File: config.mk
export PLATFORM = sky130hd
export DESIGN_NAME = wb_port_arbiter
export DESIGN_NICKNAME = d
export VERILOG_FILES = /design/src/rtl/wb_port_arbiter.sv
export SDC_FILE = /design/constraint.sdc
export NUM_CORES = 1
export LEC_CHECK = 0
export CORE_MARGIN = 8
export CORE_UTILIZATION = 30
export CTS_BUF_LIST = sky130_fd_sc_hd__clkbuf_4 sky130_fd_sc_hd__clkbuf_8
export CTS_CLUSTER_DIAMETER = 200
export CTS_CLUSTER_SIZE = 20
export DETAILED_ROUTE_END_ITERATION = 16
export DONT_BUFFER_PORTS = 1
export REMOVE_ABC_BUFFERS = 1
export SETUP_SLACK_MARGIN = 0.1
export SLEW_MARGIN = 20
export SYNTH_ARGS = -nofsm -noshare
export SYNTH_HDL_FRONTEND = slang
export SYNTH_SLANG_ARGS = --single-unit
File: constraint.sdc
create_clock -name clk -period 6.7 [get_ports clk]
set_clock_uncertainty 0.15 [all_clocks]
set_input_delay 1.675 -clock clk [delete_from_list [all_inputs] [get_ports clk]]
set_output_delay 1.675 -clock clk [all_outputs]
set_load 0.05 [all_outputs]
File: src/rtl/wb_port_arbiter.sv
// wb_port_arbiter
//   Shares one register-file write port between two sources:
//   - ALU results, buffered in a 2-entry FIFO.
//   - Memory-load results, which are unbuffered and take priority.
//   A starve counter limits memory priority. After STARVE_LIMIT consecutive
//   memory grants with an ALU entry waiting, the FIFO head is granted instead.
//   The write port outputs are registered, one cycle after the grant.
// Ports
//   clk, rst              clock; synchronous active-high reset
//   alu_valid/rd/data     ALU writeback request; alu_ready = FIFO not full
//   mem_valid/rd/data     load writeback request; mem_ready = MEM granted
//   rf_we/waddr/wdata     registered register-file write port
//   alu_pending           ALU FIFO occupancy (0..2)
module wb_port_arbiter #(
  parameter int unsigned STARVE_LIMIT = 4
) (
  input  logic        clk,
  input  logic        rst,
  input  logic        alu_valid,
  input  logic [4:0]  alu_rd,
  input  logic [31:0] alu_data,
  output logic        alu_ready,
  input  logic        mem_valid,
  input  logic [4:0]  mem_rd,
  input  logic [31:0] mem_data,
  output logic        mem_ready,
  output logic        rf_we,
  output logic [4:0]  rf_waddr,
  output logic [31:0] rf_wdata,
  output logic [1:0]  alu_pending
);

  localparam int unsigned SW = (STARVE_LIMIT < 1) ? 1 : $clog2(STARVE_LIMIT + 1);

  logic [4:0]    fifo_rd_q   [2];
  logic [31:0]   fifo_data_q [2];
  logic          wptr_q, rptr_q;
  logic [1:0]    count_q, count_d;
  logic [SW-1:0] starve_q, starve_d;
  logic          rf_we_q;
  logic [4:0]    rf_waddr_q;
  logic [31:0]   rf_wdata_q;

  logic          fifo_empty, push, mem_grant, alu_grant, grant;
  logic [4:0]    sel_rd;
  logic [31:0]   sel_data;

  always_comb begin
    fifo_empty = (count_q == 2'd0);
    alu_ready  = (count_q < 2'd2);
    push       = alu_valid && alu_ready;
    mem_grant  = mem_valid && (starve_q < SW'(STARVE_LIMIT));
    alu_grant  = !mem_grant && !fifo_empty;
    grant      = mem_grant || alu_grant;
    mem_ready  = mem_grant;

    sel_rd   = fifo_rd_q[rptr_q];
    sel_data = fifo_data_q[rptr_q];
    if (mem_grant) begin
      sel_rd   = mem_rd;
      sel_data = mem_data;
    end

    count_d = count_q + {1'b0, push} - {1'b0, alu_grant};

    // The counter only measures memory grants that bypass a waiting entry,
    // so it restarts whenever the FIFO drains or the ALU wins.
    starve_d = starve_q;
    if (alu_grant || fifo_empty) begin
      starve_d = '0;
    end else if (mem_grant) begin
      starve_d = starve_q + SW'(1);
    end
  end

  always_ff @(posedge clk) begin
    if (rst) begin
      wptr_q     <= 1'b0;
      rptr_q     <= 1'b0;
      count_q    <= '0;
      starve_q   <= '0;
      rf_we_q    <= 1'b0;
      rf_waddr_q <= '0;
      rf_wdata_q <= '0;
    end else begin
      count_q  <= count_d;
      starve_q <= starve_d;
      if (push)      wptr_q <= ~wptr_q;
      if (alu_grant) rptr_q <= ~rptr_q;
      // A grant to $zero is consumed without producing a write.
      rf_we_q <= grant && (sel_rd != 5'd0);
      if (grant) begin
        rf_waddr_q <= sel_rd;
        rf_wdata_q <= sel_data;
      end
    end
  end

  // Storage needs no reset; occupancy is tracked by count_q.
  always_ff @(posedge clk) begin
    if (!rst && push) begin
      fifo_rd_q[wptr_q]   <= alu_rd;
      fifo_data_q[wptr_q] <= alu_data;
    end
  end

  assign rf_we       = rf_we_q;
  assign rf_waddr    = rf_waddr_q;
  assign rf_wdata    = rf_wdata_q;
  assign alu_pending = count_q;

endmodule

==> results.json <==
{
  "initialDrtViolationCount": 160,
  "antenna_found_initial": 0,
  "hold_violations": 0,
  "clk_latency_ns": 0.43,
  "arrival_ns": 2.86,
  "ys_warn_count": 0,
  "grt.overflow.total": 0,
  "area_growth_pct": 13.2,
  "final_area_um2": 5190,
  "drive_gt1_share_pct": 13.6,
  "drtAntennaViolNets": 0,
  "grt_use_total_pct": 10.7,
  "fmax_mhz": 214,
  "final_nets": 443,
  "synth-edff-count": 74,
  "coreArea_um2": 15100,
  "gp_congestion": 0.695,
  "via_per_inst": 4.86,
  "start_util_pct": 30.4,
  "chipHeight_um": 140,
  "end_kind": "primary output",
  "yosysMostFrequentCell": "nand2_1",
  "ys_ff_latch": 120,
  "yosys.area.top_type_share_pct": 48.5,
  "cts.clk_slew.worst_paths_ns": 0.07,
  "async_flop_share_pct": 0,
  "grt_max_degree": 66,
  "cts_root_buf": "clkbuf_8",
  "p_per_area_nw_per_um2": 417,
  "num_antenna_cells": 0,
  "yosys.cell_types.count": 29,
  "wl_um": 10200,
  "p_leak_uw": 0.00174,
  "finalMaxSlewViolations": 0,
  "cts_buffer_depth": 2,
  "cts_buffers": 17,
  "synth-seq-area-share_pct": 68.6,
  "wl_per_cell_um": 18.2,
  "tightest_slew_ns": 0.971,
  "port_buffers": 0,
  "ctsHoldBuffers": 0,
  "setup_viol": 0,
  "slew-limit-headroom_pct": 35.3,
  "netlist_area_um2": 4580,
  "ir_worst_vdd_mv": 0.178,
  "num_rows": 45,
  "synthCells": 360,
  "outcome": "completed",
  "place_area_um2": 4780,
  "tritoncts": "built",
  "synth_top_cells_by_count": "nand2_1 (76), edfxtp_1 (74), dfxtp_1 (46)",
  "tns_ns": 0,
  "synth_top_flop_cell": "edfxtp_1",
  "ios": 120,
  "cts.repair.resized": 0,
  "synth_area_leaders": "edfxtp_1 (48%), dfxtp_1 (20%), mux2i_1 (7.2%), nand2_1 (6.2%), o211ai_1 (5.4%)",
  "avgSynthCellArea_um2": 12.7,
  "clkSinkCount": 120,
  "drv_cap": 0,
  "h-tree-depth": 4,
  "start_kind": "input port",
  "grt_first_pass_wirelength_um": 15800,
  "cp_max_fo": 43,
  "critPathKind": "input port to primary output",
  "rsz0062_at_grt": "no",
  "fp.dieW_um": 140,
  "yosys.area.top_type": "edfxtp_1",
  "die-area_um2": 19500,
  "fin_crit_ns": 4.68,
  "grt_pass1_vias": 2775,
  "drt_pass1_iterations": 4,
  "period_share_pct": 69.9,
  "dp_hpwl_um": 6660,
  "crit_required_ns": 4.88,
  "hp-class": "register to register",
  "vias": 2734,
  "post_cts_buffers": 0,
  "drc": 0
}
## metrics by stage
| step | util [%] | worst slack, ns | power [uW] | hold slack, ns | instances |
|---|---|---|---|---|---|
| 2_1_floorplan | - | 1.30 | 1420 | 0.255 | 336 |
| 3_3_place_gp | 31.7 | 1.98 | 1510 | 0.263 | 531 |
| 3_5_place_dp | 31.7 | 1.97 | 1520 | 0.269 | 531 |
| 4_1_cts | 34.4 | 1.97 | 2190 | 0.286 | 563 |
| 5_1_grt | 34.4 | 1.88 | 2270 | 0.349 | 563 |
| 6_report | 34.4 | 2.02 | 2160 | 0.285 | 563 |
## layout make-up
type	instances	area, um^2
fillers	1464	9900
flip-flops and latches	120	3140
multi-input cells	213	1330
clock buffers	22	284
well taps	188	235
clock inverters	10	125
repair buffers	7	52.6
inverters	3	11.3
## path summary, 6_finish.rpt
| kind | start | end | slack (ns) | depth (start not counted) |
|---|---|---|---|---|
| worst min register to register | starve_q[0] | starve_q[0] | 0.29 | 1 |
| worst max-delay path | mem_valid | mem_ready | 2.02 | 3 |
| worst min-delay path | starve_q[0] | starve_q[0] | 0.29 | 1 |
| worst max register to register | starve_q[2] | alu_pending[1] | 3.81 | 10 |
## cell families after synthesis
group / share of synthesized area [%]
mux: 9.26
simple gates: 8.27
buf+inv: 2.57
xor+xnor: 0.765
compound gates: 9.72
flops: 68.6
fa+ha+maj: 0.819
## critical path: stages
cell	delay, ns
nand2b_2	0.51
inv_2	0.15
buf_4	0.48
## placed cells by master, fill, tap and decap left out, types with 2 or more instances in the layout
cell / instances
a21oi_1: 37
and2_1: 2
buf_4: 7
bufinv_16: 3
clkbuf_4: 3
clkbuf_8: 19
clkinv_1: 2
clkinv_2: 4
dfxtp_1: 45
edfxtp_1: 74
ha_1: 3
inv_1: 2
mux2_2: 6
mux2i_1: 33
nand2_1: 76
nor2_1: 7
o211ai_1: 33
xnor2_1: 3
## state kept, by name, summed over array words and instances, names as in the netlist, named ones only
signal / cells
rf_waddr: 5
starve_q: 3
alu_pending: 2
rf_we: 1
rf_wdata: 32
fifo_rd_q: 10
fifo_data_q: 64
wptr_q: 1
rptr_q: 1
## report_power, final
group          switching, uW  internal (uW)
sequential               227            889
combinational            233            146
clock                    275            395
## layer usage
metal / global-route usage (%) / vias to the layer above / wire length [um]
li1: - / 1307 / -
met1: 11.4 / 1312 / 4040
met4: 4.80 / 0 / 148
met2: 17.0 / 101 / 4950
met3: 6.16 / 14 / 1100
met5: 0 / - / 0
Note: power is estimated with default switching activity, not from simulation.
